<file path="src/rtl/core_stream_bridge_if.sv">
// Bus interface for core_stream_bridge: read FIFO, write FIFO and accelerator signals.
// The master modport is the bridge side; the slave modport is the surrounding system.
interface core_stream_bridge_if #(
    parameter int unsigned DWIDTH         = 32,
    parameter int unsigned NUM_CHANNEL_IN = 8
);
    // Read FIFO (standard, data valid the cycle after the pop)
    logic [NUM_CHANNEL_IN*DWIDTH-1:0] ff_rdata;
    logic                             ff_rdreq;
    logic                             ff_empty;

    // Write FIFO, {class, data}
    logic [DWIDTH:0]                  ff_wdata;
    logic                             ff_wrreq;
    logic                             ff_full;

    // Accelerator
    logic [NUM_CHANNEL_IN*DWIDTH-1:0] acc_data_in;
    logic                             acc_valid_in;
    logic [DWIDTH-1:0]                acc_data_out;
    logic                             acc_class;
    logic                             acc_valid_out;
    logic                             acc_done;

    modport master (
        input  ff_rdata,
        output ff_rdreq,
        input  ff_empty,
        output ff_wdata,
        output ff_wrreq,
        input  ff_full,
        output acc_data_in,
        output acc_valid_in,
        input  acc_data_out,
        input  acc_class,
        input  acc_valid_out,
        input  acc_done
    );

    modport slave (
        output ff_rdata,
        input  ff_rdreq,
        output ff_empty,
        input  ff_wdata,
        input  ff_wrreq,
        output ff_full,
        input  acc_data_in,
        input  acc_valid_in,
        output acc_data_out,
        output acc_class,
        output acc_valid_out,
        output acc_done
    );
endinterface

</file>
<file path="src/rtl/core_stream_bridge.sv">
// core_stream_bridge: pops pixel words from a read FIFO into an accelerator, one frame per
// start pulse, and buffers {class, data} results in an output queue drained to a write FIFO.
// Optional stall counter enabled by defining CORE_STREAM_BRIDGE_PERF_EN.
module core_stream_bridge #(
    parameter int unsigned DWIDTH         = 32,
    parameter int unsigned NUM_CHANNEL_IN = 8,
    parameter int unsigned WIDTH          = 56,
    parameter int unsigned HEIGHT         = 56,
    parameter int unsigned OUT_DEPTH      = 16,
    parameter int unsigned SLACK          = 4
) (
    input  logic                 clk,
    input  logic                 reset,
    input  logic                 start,
    output logic                 busy,
    output logic                 frame_done,
    output logic                 overflow_err,
    output logic [31:0]          perf_stall,
    core_stream_bridge_if.master bus
);

    localparam int unsigned FRAME_BEATS = WIDTH * HEIGHT;
    localparam int unsigned BEAT_W      = $clog2(FRAME_BEATS + 1);
    localparam int unsigned PTR_W       = $clog2(OUT_DEPTH);
    localparam int unsigned OCC_W       = PTR_W + 1;
    localparam int unsigned PIX_W       = NUM_CHANNEL_IN * DWIDTH;
    localparam int unsigned ENTRY_W     = DWIDTH + 1;

    localparam logic [BEAT_W-1:0] BEATS_TOTAL = BEAT_W'(FRAME_BEATS);
    localparam logic [BEAT_W-1:0] BEAT_LAST   = BEAT_W'(FRAME_BEATS - 1);
    localparam logic [OCC_W-1:0]  OCC_DEPTH   = OCC_W'(OUT_DEPTH);
    localparam logic [OCC_W-1:0]  OCC_SLACK   = OCC_W'(SLACK);

    typedef enum logic [1:0] {
        StIdle,
        StRun,
        StWaitDone,
        StDrain
    } state_t;

    state_t              state_q, state_d;
    logic [BEAT_W-1:0]   beat_q;
    logic                done_seen_q;
    logic                start_frame;

    // Read path
    logic                rd_go;
    logic                rd_pend_q;
    logic [PIX_W-1:0]    acc_data_q;
    logic                acc_valid_q;

    // Output queue
    logic [ENTRY_W-1:0]  mem_q [OUT_DEPTH];
    logic [PTR_W-1:0]    wr_ptr_q, rd_ptr_q;
    logic [OCC_W-1:0]    occ_q;
    logic [OCC_W-1:0]    free;
    logic                queue_empty, queue_full;
    logic                push_ok, pop, drop;
    logic                overflow_q;

    assign start_frame = (state_q == StIdle) && start;

    // Queue status and handshake decode
    assign queue_empty = (occ_q == '0);
    assign queue_full  = (occ_q == OCC_DEPTH);
    assign free        = OCC_DEPTH - occ_q;
    assign pop         = !queue_empty && !bus.ff_full;
    // A full queue still accepts a push when the head leaves in the same cycle.
    assign push_ok     = bus.acc_valid_out && (!queue_full || pop);
    assign drop        = bus.acc_valid_out && queue_full && !pop;

    // Pop only with room for results already heading our way, and never past the frame end.
    assign rd_go = (state_q == StRun) && !bus.ff_empty && (free >= OCC_SLACK)
                   && (beat_q < BEATS_TOTAL);

    assign bus.ff_rdreq     = rd_go;
    assign bus.ff_wrreq     = pop;
    assign bus.ff_wdata     = mem_q[rd_ptr_q];
    assign bus.acc_data_in  = acc_data_q;
    assign bus.acc_valid_in = acc_valid_q;
    assign busy             = (state_q != StIdle);
    assign overflow_err     = overflow_q;

    // FSM state register
    always_ff @(posedge clk or posedge reset) begin
        if (reset) begin
            state_q <= StIdle;
        end else begin
            state_q <= state_d;
        end
    end

    // FSM next-state and frame_done pulse
    always_comb begin
        state_d    = state_q;
        frame_done = 1'b0;
        case (state_q)
            StIdle: begin
                if (start) begin
                    state_d = StRun;
                end
            end
            StRun: begin
                if (rd_go && (beat_q == BEAT_LAST)) begin
                    state_d = StWaitDone;
                end
            end
            StWaitDone: begin
                if (bus.acc_done || done_seen_q) begin
                    state_d = StDrain;
                end
            end
            StDrain: begin
                if (queue_empty) begin
                    state_d    = StIdle;
                    frame_done = 1'b1;
                end
            end
            default: state_d = StIdle;
        endcase
    end

    // Beat counter and early acc_done capture
    always_ff @(posedge clk or posedge reset) begin
        if (reset) begin
            beat_q      <= '0;
            done_seen_q <= 1'b0;
        end else begin
            if (start_frame) begin
                beat_q <= '0;
            end else if (rd_go) begin
                beat_q <= beat_q + 1'b1;
            end

            // acc_done can beat the last pop; remember it until WAIT_DONE uses it.
            if (start_frame || (state_q == StWaitDone)) begin
                done_seen_q <= 1'b0;
            end else if ((state_q == StRun) && bus.acc_done) begin
                done_seen_q <= 1'b1;
            end
        end
    end

    // Read pipeline: pop at T, FIFO data at T+1, registered to the accelerator for T+2
    always_ff @(posedge clk or posedge reset) begin
        if (reset) begin
            rd_pend_q   <= 1'b0;
            acc_valid_q <= 1'b0;
            acc_data_q  <= '0;
        end else begin
            rd_pend_q   <= rd_go;
            acc_valid_q <= rd_pend_q;
            if (rd_pend_q) begin
                acc_data_q <= bus.ff_rdata;
            end
        end
    end

    // Output queue storage, pointers and occupancy
    always_ff @(posedge clk or posedge reset) begin
        if (reset) begin
            for (int unsigned i = 0; i < OUT_DEPTH; i++) begin
                mem_q[i] <= '0;
            end
            wr_ptr_q <= '0;
            rd_ptr_q <= '0;
            occ_q    <= '0;
        end else begin
            if (push_ok) begin
                mem_q[wr_ptr_q] <= {bus.acc_class, bus.acc_data_out};
                wr_ptr_q        <= wr_ptr_q + 1'b1;
            end
            if (pop) begin
                rd_ptr_q <= rd_ptr_q + 1'b1;
            end
            case ({push_ok, pop})
                2'b10:   occ_q <= occ_q + 1'b1;
                2'b01:   occ_q <= occ_q - 1'b1;
                default: occ_q <= occ_q;
            endcase
        end
    end

    // Sticky overflow flag: a result was dropped
    always_ff @(posedge clk or posedge reset) begin
        if (reset) begin
            overflow_q <= 1'b0;
        end else if (drop) begin
            overflow_q <= 1'b1;
        end
    end

`ifdef CORE_STREAM_BRIDGE_PERF_EN
    logic [31:0] stall_q;

    // Saturating count of RUN cycles without a pop
    always_ff @(posedge clk or posedge reset) begin
        if (reset) begin
            stall_q <= '0;
        end else if (start_frame) begin
            stall_q <= '0;
        end else if ((state_q == StRun) && !rd_go && (stall_q != '1)) begin
            stall_q <= stall_q + 32'd1;
        end
    end

    assign perf_stall = stall_q;
`else
    assign perf_stall = '0;
`endif

endmodule
</file>
<file path="src/flat_wrapper.sv">
// flat-port wrapper written by rule: the top's interface ports become plain ports
module core_stream_bridge_flat 
#(
    parameter int unsigned DWIDTH         = 32,
    parameter int unsigned NUM_CHANNEL_IN = 8,
    parameter int unsigned WIDTH          = 56,
    parameter int unsigned HEIGHT         = 56,
    parameter int unsigned OUT_DEPTH      = 16,
    parameter int unsigned SLACK          = 4
)
  (clk, reset, start, busy, frame_done, overflow_err, perf_stall, bus_ff_rdata, bus_ff_rdreq, bus_ff_empty, bus_ff_wdata, bus_ff_wrreq, bus_ff_full, bus_acc_data_in, bus_acc_valid_in, bus_acc_data_out, bus_acc_class, bus_acc_valid_out, bus_acc_done);
  core_stream_bridge_if #(.DWIDTH(DWIDTH), .NUM_CHANNEL_IN(NUM_CHANNEL_IN)) bus_i ();
  input  logic clk;
  input  logic reset;
  input  logic start;
  output logic busy;
  output logic frame_done;
  output logic overflow_err;
  output logic [31:0] perf_stall;
  input wire logic [$bits(bus_i.ff_rdata)-1:0] bus_ff_rdata;
  output wire logic [$bits(bus_i.ff_rdreq)-1:0] bus_ff_rdreq;
  input wire logic [$bits(bus_i.ff_empty)-1:0] bus_ff_empty;
  output wire logic [$bits(bus_i.ff_wdata)-1:0] bus_ff_wdata;
  output wire logic [$bits(bus_i.ff_wrreq)-1:0] bus_ff_wrreq;
  input wire logic [$bits(bus_i.ff_full)-1:0] bus_ff_full;
  output wire logic [$bits(bus_i.acc_data_in)-1:0] bus_acc_data_in;
  output wire logic [$bits(bus_i.acc_valid_in)-1:0] bus_acc_valid_in;
  input wire logic [$bits(bus_i.acc_data_out)-1:0] bus_acc_data_out;
  input wire logic [$bits(bus_i.acc_class)-1:0] bus_acc_class;
  input wire logic [$bits(bus_i.acc_valid_out)-1:0] bus_acc_valid_out;
  input wire logic [$bits(bus_i.acc_done)-1:0] bus_acc_done;
  assign bus_i.ff_rdata = bus_ff_rdata;
  assign bus_ff_rdreq = bus_i.ff_rdreq;
  assign bus_i.ff_empty = bus_ff_empty;
  assign bus_ff_wdata = bus_i.ff_wdata;
  assign bus_ff_wrreq = bus_i.ff_wrreq;
  assign bus_i.ff_full = bus_ff_full;
  assign bus_acc_data_in = bus_i.acc_data_in;
  assign bus_acc_valid_in = bus_i.acc_valid_in;
  assign bus_i.acc_data_out = bus_acc_data_out;
  assign bus_i.acc_class = bus_acc_class;
  assign bus_i.acc_valid_out = bus_acc_valid_out;
  assign bus_i.acc_done = bus_acc_done;
  core_stream_bridge #(.DWIDTH(DWIDTH), .NUM_CHANNEL_IN(NUM_CHANNEL_IN), .WIDTH(WIDTH), .HEIGHT(HEIGHT), .OUT_DEPTH(OUT_DEPTH), .SLACK(SLACK)) u_core (.clk(clk), .reset(reset), .start(start), .busy(busy), .frame_done(frame_done), .overflow_err(overflow_err), .perf_stall(perf_stall), .bus(bus_i));
endmodule
</file>
<file path="config.mk">
export PLATFORM = sky130hd
export DESIGN_NAME = core_stream_bridge_flat
export DESIGN_NICKNAME = d
export VERILOG_FILES = /design/src/rtl/core_stream_bridge_if.sv /design/src/rtl/core_stream_bridge.sv /design/src/flat_wrapper.sv
export SDC_FILE = /design/constraint.sdc
export NUM_CORES = 1
export LEC_CHECK = 0
export CAP_MARGIN = 20
export CORE_ASPECT_RATIO = 1.2
export CORE_MARGIN = 1.5
export CORE_UTILIZATION = 53
export DETAILED_ROUTE_END_ITERATION = 6
export PLACE_DENSITY_LB_ADDON = 0.1
export SLEW_MARGIN = 20
export SYNTH_ARGS = -nofsm -noshare
export SYNTH_HDL_FRONTEND = slang
export SYNTH_SLANG_ARGS = --single-unit
</file>
<file path="constraint.sdc">
create_clock -name clk -period 44.7 [get_ports clk]
set_input_delay 13.41 -clock clk [delete_from_list [all_inputs] [get_ports clk]]
set_output_delay 13.41 -clock clk [all_outputs]
set_load 0.02 [all_outputs]
</file>
=== Word level (Yosys, flattened, before mapping) ===
Index checks and enable logic that the tools add are counted.
W data, S select, Z words.

* $add $sub $neg: 6
* Magnitude comparators: 5
* Equality and inequality tests: 11
* Multiplexer cells: 18
* Bitwise operators: 2
* Reduce and logical (&&, ||, !) cells: 26

{| class="wikitable"
|+ Operator list
! operator !! count
|-
| $bwmux W528 || 1
|-
| $bmux W33 S4 || 1
|-
| $demux W33 S4 || 1
|-
| $mux W33 || 3
|-
| $mux W12 || 2
|-
| $add A12 B1 Y12 const B || 1
|-
| $eq A12 B12 Y1 const B || 1
|-
| $lt A12 B12 Y1 const B || 1
|-
| $logic_and A1 B1 Y1 || 11
|-
| $ge A5 B5 Y1 const B || 2
|-
| $not A4 Y5 || 2
|-
| $pmux W5 S2 || 1
|-
| $add A4 B1 Y4 const B || 2
|-
| $mux W2 || 4
|-
| $pmux W2 S4 || 1
|-
| $reduce_bool A2 Y1 || 4
|-
| $eq A2 B2 Y1 const B || 3
|-
| $add A5 B1 Y5 const B || 1
|-
| $eq A5 B5 Y1 const B || 1
|-
| $ge A5 B3 Y1 const B || 1
|-
| $logic_not A1 Y1 || 5
|-
| $logic_not A5 Y1 || 1
|-
| $lt A5 B1 Y1 const B || 1
|-
| $sub A5 B1 Y5 const B || 1
|-
| 8 further kinds || 16
|}

* Flip-flop bits (word level): 815
* Input port bits: 296
* Output and inout bits: 327
* Word-level logic and storage cells: 94

=== Logic depth before layout (Yosys ltp) ===
Gate-level depths: netlist of run 1.

* Depth in word-level cells: 7
* Gate-level depth with buffers: 16
* Depth with buffers taken out: 12

=== Worst setup path before layout of run 1 ===
OpenSTA, ideal clock, no wires.

* Path kind: input-to-output
* From: input bus_ff_empty
* To: output bus_ff_rdreq
* Arrival: 14,267 ps
* Required time: 31,290 ps
* Path slack: 17,023 ps
* Cell stages on the path: 4
* Path buffers: 1
* Path through: nor2b_1 -> o21ai_0 -> clkbuf_1 -> nor2_1

* Longest elaborated chain between the ends: 4

{| class="wikitable"
|+ RTL lines
! what !! RTL line !! text
|-
| start, declared || flat_wrapper.sv:22 || <nowiki>input wire logic [$bits(bus_i.ff_empty)-1:0] bus_ff_empty;</nowiki>
|-
| $logic_not A1 Y1 || core_stream_bridge.sv:73 || <nowiki>assign rd_go = (state_q == StRun) && !bus.ff_empty && (free >= OCC_SLACK)</nowiki>
|-
| $logic_and A1 B1 Y1 (2 in series) || core_stream_bridge.sv:73 ||
|-
| $logic_and A1 B1 Y1 || core_stream_bridge.sv:74 || <nowiki>&& (beat_q < BEATS_TOTAL);</nowiki>
|-
| end, declared || flat_wrapper.sv:21 || <nowiki>output wire logic [$bits(bus_i.ff_rdreq)-1:0] bus_ff_rdreq;</nowiki>
|}

No other way between the ends.

=== Final worst setup path of run 1 ===
Same ends and word-level chain as after synthesis.

==> results by group, run 1 <==
Placed design
  – Dpl cell area: 41,630 sq um
  – Placed cell count: 3,473
  – # port buffers: 590
  – RePlAce Congestion: 0.9039
  – Final HPWL DP: 67,230 microns

Final layout
  – Area grow syn2layout: 26.03%
  – Final non-filler cell total: 3,634
  – FILL cells: 4,575
  – Design area: 44,430 sq um
  – Most frequent cells in the layout: 810 x dfrtp_1, 777 x mux2_2, 590 x clkdlybuf4s50_1
  – Most common cell after layout, fill and taps aside: dfrtp_1
  – NumNets Final: 2,979
  – Share of post-route cells with drive strength above 1: 41.25%

Clock network
  – Worst skew pair latency: 630 ps
  – Max clock buf depth: 3
  – TritonCTS buffer count: 84
  – Setup Fix Bufs, Post-CTS: 0
  – Resized Gates After CTS: 0
  – TritonCTS Sinks: 815
  – Clock root cell: clkbuf_16
  – Max H-tree Level: 3
  – CTS tree: yes
  – Clock-pin slew on the worst setup and hold paths: 60 ps
  – CTS Hold Bufs: 0

Pwr
  – Cell leakage power: 18.90 nW
  – Max IR drop VDD: 0.00004623 V
  – Total power: 3.588 mW
  – Cell Pwr Density: 80.75 nW/um^2

Synthesis
  – Avg Cell Area, Syn: 16.56 sq um
  – Seq/Total Area, Yosys: 57.85%
  – Asr flop ratio synth: 100.0%
  – Distinct cells, synth: 49
  – Synth Cell Area: 35,260 sq um
  – FF+latch count, synth: 815
  – Ys flop type: dfrtp_1
  – Gate Count Post-Synth: 2,129
  – EDFF count, synth: 0
  – Yosys warns: 0

Detailed routing
  – First-pass iteration count of the detailed router: 5
  – Vias per cell: 5.743
  – DR DRC count: 0
  – Routed Antenna Nets: 0
  – Drt wl/cell: 27.94 microns
  – 1st-iter DRT viols: 1,198
  – Total vias in the final route: 20,870
  – Final WL: 101,500 microns

Timing
  – Post-layout min period: 28,880 ps
  – Final setup viols: 0
  – Final Hold Fails: 0
  – Setup_tns: 0 ps
  – Slew Limit Fails: 0
  – Slew at the pin with the worst max-slew slack: 1068 ps
  – RSZ-0062 raised after global routing: no
  – Hold_ws: 475.0 ps
  – Slew HR: 28.59%
  – Clock Skews: 14.84 ps
  – Final period util: 64.62%
  – Fmax: 34.62 MHz

Worst setup path
  – WS Path Type: primary input to primary output
  – Worst Path Arrival: 15,470 ps
  – Critical-path maximum fanout: 14
  – CP Launch Type: primary input
  – CP required: 31,290 ps
  – Worst setup EP type: primary output

Die
  – DIE AREA: 68,080 sq um
  – # rows: 103
  – Die H: 285.5 microns
  – Die width: 238.4 microns
  – Core area: 65,850 sq um
  – I/O pin cnt: 623
  – Initial Util: 53.54%

Global routing
  – Vias in the first global route: 22,720
  – GRT overflow: 0
  – Largest net degree at the start of global routing: 158
  – First-pass GRT wire length: 150,200 microns
  – Antenna violations before repair: 15
  – Total track usage: 30.16%

Run status
  – Status: finished clean

Min path
  – Worst hold path class: register to register

Flow run
  – Total of max-cap violations: 0
==> layer usage <==
layer / global-route usage (%) / vias up / wire [microns]
li1: - / 8904 / -
met5: 0 / - / 13
met3: 8.704 / 124 / 7397
met4: 6.693 / 2 / 1561
met1: 40.55 / 11200 / 42540
met2: 48.97 / 637 / 50020
==> logic make-up after synthesis <==
group | Yosys count | share of synthesized area, %
AO/OA/AOI/OAI | 45 | 0.8447
XOR/XNOR | 13 | 0.3229
adder cells (fa/ha/maj) | 16 | 0.5678
buffers and inverters | 205 | 3.066
flip-flops | 815 | 57.85
multiplexers | 951 | 35.64
other | 1 | 0.01064
AND/OR/NAND/NOR | 83 | 1.696
==> cell usage after synthesis (all sizes together) (2+ instances only) <==
cell type,number,area share [%]
a21oi,12,0.17
a221oi,2,0.050
a31o,3,0.075
a31oi,2,0.035
and2,4,0.071
and3,2,0.035
and3b,2,0.050
buf,113,2.1
clkbuf,81,0.86
dfrtp,815,58
ha,16,0.57
inv,11,0.12
mux2,786,25
mux4,165,11
nand2,10,0.11
nand3,17,0.50
nand4,9,0.24
nor2,8,0.085
nor2b,6,0.11
nor3,2,0.028
nor4,6,0.11
o21a,4,0.085
o21ai,9,0.13
o31ai,7,0.15
or3,2,0.035
or4,8,0.17
xnor2,8,0.20
xor2,5,0.12
==> metrics by stage <==
stage / util [%] / setup slack, ps
detailed placement: 63.22 / 15610
global route: 67.46 / 15670
floorplan: - / 8399
CTS: 67.42 / 15610
global placement: 63.22 / 15650
finish: 67.47 / 15820
==> path summary, 6_finish.rpt <==
check / from / endpoint / slack (ps) / cells past startpoint
setup / recovery: bus_ff_empty / bus_ff_rdreq / 15820 / 5
hold / removal: u_core.overflow_err / u_core.overflow_err / 480 / 1
setup reg to reg: u_core.occ_q[2] / u_core.mem_q[4] / 41010 / 8
hold reg to reg: u_core.overflow_err / u_core.overflow_err / 480 / 1
max in group asynchronous: reset / u_core.bus.acc_data_in[174] / 28010 / 5
min in group asynchronous: reset / u_core.mem_q[371] / 13360 / 2
==> state kept, by name, summed over array words and instances, names as in the netlist <==
| signal | flops |
|---|---|
| u_core.state_q | 2 |
| u_core.overflow_err | 1 |
| u_core.bus.acc_valid_in | 1 |
| u_core.rd_pend_q | 1 |
| u_core.done_seen_q | 1 |
| u_core.wr_ptr_q | 4 |
| u_core.occ_q | 5 |
| u_core.mem_q | 528 |
| u_core.bus.acc_data_in | 256 |
| u_core.beat_q | 12 |
| u_core.rd_ptr_q | 4 |
==> cell type report <==
class / count / area (sq um) / area share (%)
Tap cell: 892 / 1116 / 2.512
Inverter: 11 / 48.80 / 0.1098
Timing Repair Buffer: 615 / 6130 / 13.80
Sequential cell: 815 / 20410 / 45.93
Clock buffer: 117 / 2430 / 5.469
Multi-Input combinational cell: 1140 / 13940 / 31.38
Clock inverter: 34 / 332.8 / 0.7490
Antenna cell: 10 / 25.02 / 0.05632
==> power breakdown <==
group          total [mW]  internal (mW)  switching (mW)  leakage (nW)
sequential           1.31           1.10           0.211          9.97
clock               0.703          0.409           0.294          1.37
combinational        1.58          0.872           0.704          7.56
total                3.59           2.38            1.21          18.9
==> critical path: stages <==
cell	delay [ps]
clkdlybuf4s50_1	530
nor2b_1	200
o21ai_1	300
nor2_1	320
clkdlybuf4s50_1	700
Note: power is estimated with default switching activity, not from simulation.
==> inputs of run 2 (changes only) <==
==> constraint.sdc (replaced) <==
create_clock -name clk -period 26.8 [get_ports clk]
set_input_delay 8.04 -clock clk [delete_from_list [all_inputs] [get_ports clk]]
set_output_delay 8.04 -clock clk [all_outputs]
set_load 0.02 [all_outputs]
==> results by group, run 2 (synthesis results as in run 1) <==
Run status
  – Status: finished clean (unchanged)

Detailed routing
  – Total vias in the final route: 21,010 (was 20,870)
  – Vias per cell: 5.779 (was 5.743)
  – 1st-iter DRT viols: 1,200 (was 1,198)
  – DR DRC count: 0 (unchanged)
  – First-pass iteration count of the detailed router: 5 (unchanged)
  – Drt wl/cell: 28.09 microns (was 27.94 microns)
  – Final WL: 102,100 microns (was 101,500 microns)
  – Routed Antenna Nets: 0 (unchanged)

Die
  – # rows: 103 (unchanged)
  – I/O pin cnt: 623 (unchanged)
  – Initial Util: 53.54% (unchanged)
  – Core area: 65,850 sq um (unchanged)
  – Die H: 285.5 microns (unchanged)
  – DIE AREA: 68,080 sq um (unchanged)
  – Die width: 238.4 microns (unchanged)

Flow run
  – Total of max-cap violations: 0 (unchanged)

Timing
  – Clock Skews: 15.83 ps (was 14.84 ps)
  – Slew at the pin with the worst max-slew slack: 1029 ps (was 1068 ps)
  – Fmax: 55.03 MHz
  – Final setup viols: 0 (unchanged)
  – Hold_ws: 473.5 ps (was 475.0 ps)
  – Post-layout min period: 18,170 ps
  – Final Hold Fails: 0 (unchanged)
  – RSZ-0062 raised after global routing: no (unchanged)
  – Slew Limit Fails: 0 (unchanged)
  – Final period util: 67.80%
  – Slew HR: 31.41% (was 28.59%)
  – Setup_tns: 0 ps (unchanged)

Global routing
  – Antenna violations before repair: 23 (was 15)
  – GRT overflow: 0 (unchanged)
  – First-pass GRT wire length: 151,800 microns (was 150,200 microns)
  – Largest net degree at the start of global routing: 182 (was 158)
  – Total track usage: 30.44% (was 30.16%)
  – Vias in the first global route: 22,900 (was 22,720)

Clock network
  – Worst skew pair latency: 630 ps (about the same)
  – Max H-tree Level: 3 (unchanged)
  – Max clock buf depth: 3 (unchanged)
  – TritonCTS Sinks: 815 (unchanged)
  – Resized Gates After CTS: 0 (unchanged)
  – CTS Hold Bufs: 0 (unchanged)
  – TritonCTS buffer count: 84 (unchanged)
  – Setup Fix Bufs, Post-CTS: 0 (unchanged)
  – Clock root cell: clkbuf_16 (unchanged)
  – CTS tree: yes (unchanged)
  – Clock-pin slew on the worst setup and hold paths: 60 ps (about the same)

Placed design
  – RePlAce Congestion: 0.9101 (was 0.9039)
  – # port buffers: 590 (unchanged)
  – Dpl cell area: 41,620 sq um (was 41,630 sq um)
  – Final HPWL DP: 68,210 microns (was 67,230 microns)

Pwr
  – P_sw: 2.029 mW (was 1.209 mW)
  – Cell leakage power: 18.96 nW (was 18.90 nW)
  – Sequential Power Share: 36.4% (was 36.5%)
  – Max IR drop VDD: 0.00007869 V (was 0.00004623 V)
  – Total power: 6.060 mW (was 3.588 mW)
  – Switching Share: 33.48% (was 33.69%)
  – Internal power: 4.031 mW (was 2.379 mW)
  – Logic pwr share: 43.2% (was 43.9%)
  – Clk pwr share: 20.4% (was 19.6%)
  – Cell Pwr Density: 135.9 nW/um^2 (was 80.75 nW/um^2)

Min path
  – Worst hold path class: register to register (unchanged)

Worst setup path
  – WS Path Type: primary input to primary output (unchanged)
  – CP Launch Type: primary input (unchanged)
  – Worst setup EP type: primary output (unchanged)
  – Reg-to-reg slack, setup: 23,030 ps (was 41,010 ps)
  – Worst Path Arrival: 10,130 ps (was 15,470 ps)
  – Critical-path maximum fanout: 14 (unchanged)
  – CP required: 18,760 ps (was 31,290 ps)

Final layout
  – Most common cell after layout, fill and taps aside: dfrtp_1 (unchanged)
  – Share of post-route cells with drive strength above 1: 41.19% (was 41.25%)
  – Most frequent cells in the layout: 810 x dfrtp_1, 777 x mux2_2, 590 x clkdlybuf4s50_1 (unchanged)
  – Most flops, register: u_core.mem_q (unchanged)
  – Max reg flops: 528 (unchanged)
  – NumNets Final: 2,975 (was 2,979)
  – Design area: 44,600 sq um (was 44,430 sq um)
  – Area grow syn2layout: 26.49% (was 26.03%)
  – Util after Layout: 67.72% (was 67.47%)
## run 2: final cells by class
| type | instances | area (sq um) |
|---|---|---|
| inverters | 11 | 45.04 |
| repair buffers | 611 | 6092 |
| well taps | 892 | 1116 |
| fillers | 4537 | 21260 |
| clock buffers | 120 | 2461 |
| flip-flops and latches | 815 | 20410 |
| diodes | 13 | 32.53 |
| clock inverters | 34 | 476.7 |
| multi-input cells | 1140 | 13960 |
## run 2: power by group through the flow
stage | Clock [mW] | Sequential, mW | Combinational (mW)
after floorplan | 0 | 2.32 | 1.46
after global placement | 0 | 2.17 | 2.59
after detailed placement | 0 | 2.21 | 2.63
after CTS | 1.26 | 2.20 | 2.65
after global routing | 1.31 | 2.28 | 2.76
final | 1.24 | 2.20 | 2.62
## run 2: metal layers
layer	global-route usage, %	up-vias	part of all wire, %	wire length (microns)
met4	8.244	2	2.2	2268
li1	-	8912	-	-
met2	49.74	649	49	50520
met3	7.247	122	7.0	7155
met5	0	-	0.013	13
met1	41.04	11330	41	42170
## run 2: critical path: stages
cell and delay (ps):
clkdlybuf4s50_1 530, nor2b_1 200, o21ai_1 310, nor2_1 340, clkdlybuf4s50_1 710
## run 2: path summary, 6_finish.rpt
kind,start,end,depth (start not counted)
max in group asynchronous,reset,u_core.rd_pend_q,6
max reg2reg,u_core.occ_q[0],u_core.mem_q[36],8
min,u_core.overflow_err,u_core.overflow_err,1
max,bus_ff_empty,bus_ff_rdreq,5
min in group asynchronous,reset,u_core.mem_q[402],2
min reg2reg,u_core.overflow_err,u_core.overflow_err,1
## run 2: stage by stage
| step | worst slack, ps | instances |
|---|---|---|
| 2_1_floorplan | 7569 | 2160 |
| 3_3_place_gp | 8524 | 3469 |
| 3_5_place_dp | 8679 | 3469 |
| 4_1_cts | 8646 | 3623 |
| 5_1_grt | 8443 | 3632 |
| 6_report | 8629 | 3636 |
==> inputs of run 3 (changes only) <==
==> constraint.sdc (replaced) <==
create_clock -name clk -period 18.08 [get_ports clk]
set_input_delay 5.424 -clock clk [delete_from_list [all_inputs] [get_ports clk]]
set_output_delay 5.424 -clock clk [all_outputs]
set_load 0.02 [all_outputs]
==> results by group, run 3 (synthesis results as in run 1) <==
Global routing
  – First-pass GRT wire length: 152,400 microns (was 151,800 microns)
  – GRT overflow: 0 (unchanged)
  – Antenna violations before repair: 20 (was 23)
  – Vias in the first global route: 22,800 (was 22,900)
  – Largest net degree at the start of global routing: 183 (was 182)
  – Total track usage: 30.61% (was 30.44%)

Detailed routing
  – DR DRC count: 0 (unchanged)
  – Drt wl/cell: 28.25 microns (was 28.09 microns)
  – Vias per cell: 5.778 (was 5.779)
  – First-pass iteration count of the detailed router: 4 (was 5)
  – Routed Antenna Nets: 0 (unchanged)
  – Final WL: 102,600 microns (was 102,100 microns)
  – 1st-iter DRT viols: 1,206 (was 1,200)
  – Total vias in the final route: 20,990 (was 21,010)

Timing
  – Fmax: 77.22 MHz
  – Post-layout min period: 12,950 ps
  – Clock Skews: 20.36 ps (was 15.83 ps)
  – Slew at the pin with the worst max-slew slack: 1097 ps (was 1029 ps)
  – Slew Limit Fails: 0 (unchanged)
  – Final worst slack: 5130 ps (was 8629 ps)
  – Final setup viols: 0 (unchanged)
  – Final period util: 71.63%
  – RSZ-0062 raised after global routing: no (unchanged)
  – Setup_tns: 0 ps (unchanged)
  – Slew HR: 26.84% (was 31.41%)
  – Final Hold Fails: 0 (unchanged)

Clock network
  – Max H-tree Level: 3 (unchanged)
  – Clock-pin slew on the worst setup and hold paths: 60 ps (about the same)
  – CTS tree: yes (unchanged)
  – Resized Gates After CTS: 0 (unchanged)
  – CTS Hold Bufs: 0 (unchanged)
  – Max clock buf depth: 3 (unchanged)
  – Setup Fix Bufs, Post-CTS: 0 (unchanged)
  – Worst skew pair latency: 640 ps (was 630 ps)
  – TritonCTS Sinks: 815 (unchanged)
  – TritonCTS buffer count: 84 (unchanged)
  – Clock root cell: clkbuf_16 (unchanged)

Run status
  – Status: finished clean (unchanged)

Min path
  – Worst hold stages: 1 (unchanged)
  – Worst hold path class: register to register (unchanged)

Final layout
  – Reg area: 20,410 sq um (unchanged)
  – Most flops, register: u_core.mem_q (unchanged)
  – Share of post-route cells with drive strength above 1: 41.20% (was 41.19%)
  – Most frequent cells in the layout: 810 x dfrtp_1, 777 x mux2_2, 590 x clkdlybuf4s50_1 (unchanged)
  – Area of the multi-input gates: 13,960 sq um (unchanged)
  – Max reg flops: 528 (unchanged)
  – NumNets Final: 2,975 (unchanged)
  – Most common cell after layout, fill and taps aside: dfrtp_1 (unchanged)
  – Util after Layout: 67.75% (was 67.72%)
  – Area grow syn2layout: 26.54% (was 26.49%)
  – FILL cells: 4,532 (was 4,537)

Worst setup path
  – Worst Reg-to-Reg Cells: 4 (was 8)
  – Reg-to-reg slack, setup: 13,960 ps (was 23,030 ps)
  – RR Endpoint: u_core.bus.acc_data_in[20] (was u_core.mem_q[36])
  – Critical-path maximum fanout: 14 (unchanged)
  – Worst Path Arrival: 7530 ps (was 10,130 ps)
  – Worst setup EP type: primary output (unchanged)
  – CP required: 12,660 ps (was 18,760 ps)
  – Critical Path End: bus_ff_rdreq (unchanged)
  – CP Launch Type: primary input (unchanged)
  – Crit Reg-Reg Startpoint: u_core.rd_pend_q (was u_core.occ_q[0])
  – CP startpoint: bus_ff_empty (unchanged)
  – WS Path Type: primary input to primary output (unchanged)

Die
  – Initial Util: 53.54% (unchanged)
  – Die H: 285.5 microns (unchanged)
  – I/O pin cnt: 623 (unchanged)
  – Die width: 238.4 microns (unchanged)
  – # rows: 103 (unchanged)
  – Core area: 65,850 sq um (unchanged)
  – DIE AREA: 68,080 sq um (unchanged)

Pwr
  – P_sw: 3.020 mW (was 2.029 mW)
  – Sequential Power Share: 36.4% (about the same)
  – Cell Pwr Density: 201.8 nW/um^2 (was 135.9 nW/um^2)
  – Clk pwr share: 20.5% (was 20.4%)
  – Cell leakage power: 18.97 nW (was 18.96 nW)
  – Internal power: 5.982 mW (was 4.031 mW)
  – Logic pwr share: 43.1% (was 43.2%)
  – Total power: 9.002 mW (was 6.060 mW)
  – Max IR drop VDD: 0.0001505 V (was 0.00007869 V)
  – Switching Share: 33.55% (was 33.48%)

Placed design
  – Post-Place Worst Slack: 5124 ps (was 8679 ps)
  – Final HPWL DP: 67,960 microns (was 68,210 microns)
  – RePlAce Congestion: 0.9316 (was 0.9101)
  – # port buffers: 590 (unchanged)

Flow run
  – Total of max-cap violations: 0 (unchanged)
[run 3: changes by cell type in the layout (fill, tap and decap cells not counted), sizes merged]
cell / before / now
bufinv: 11 / 9
clkbuf: 120 / 127
clkinv: 17 / 10
inv: 14 / 15
clkinvlp: 3 / 1
[run 3: per-stage QoR]
step / std cells / cell area, sq um / hold slack [ps]
3_3_place_gp: 3469 / 41620 / 450.3
4_1_cts: 3620 / 44580 / 468.2
5_1_grt: 3626 / 44600 / 504.1
3_5_place_dp: 3469 / 41620 / 454.2
6_report: 3633 / 44610 / 466.7
2_1_floorplan: 2160 / 35380 / 406.3
[run 3: worst min-delay path by stage]
stage	start	slack, ps	endpoint
floorplan	u_core.rd_pend_q	410	u_core.bus.acc_valid_in
global placement	u_core.overflow_err	450	u_core.overflow_err
detailed placement	u_core.overflow_err	450	u_core.overflow_err
CTS	u_core.overflow_err	470	u_core.overflow_err
global route	u_core.mem_q[89]	500	u_core.mem_q[89]
finish	u_core.overflow_err	470	u_core.overflow_err
[run 3: final cells by class]
cell class                 instances  share of cell area, %
timing repair buffer             611                  13.65
multi-input combinational       1140                  31.30
inverter                          11                 0.1010
clock buffer                     127                  5.777
tap                              892                  2.502
sequential                       815                  45.74
clock inverter                    24                 0.8554
antenna                           13                0.07292
[run 3: worst max-delay path, cell delays in order]
cell and delay, ps:
clkdlybuf4s50_1 540, nor2b_1 200, o21ai_1 300, nor2_1 380, clkdlybuf4s50_1 680
[run 3: power by group through the flow]
stage	sequential [mW]	clock, mW	combinational [mW]
after floorplan	3.44	0	2.17
after global placement	3.21	0	3.83
after detailed placement	3.29	0	3.90
after CTS	3.27	1.88	3.92
after global routing	3.38	1.95	4.08
final	3.28	1.85	3.88
[run 3: per-layer routing]
layer | up-vias | global-route usage, % | wire length (microns)
li1 | 8906 | - | -
met1 | 11320 | 41.97 | 43100
met2 | 630 | 49.53 | 50060
met3 | 139 | 7.517 | 7350
met4 | 2 | 7.358 | 2106
met5 | - | 0 | 9
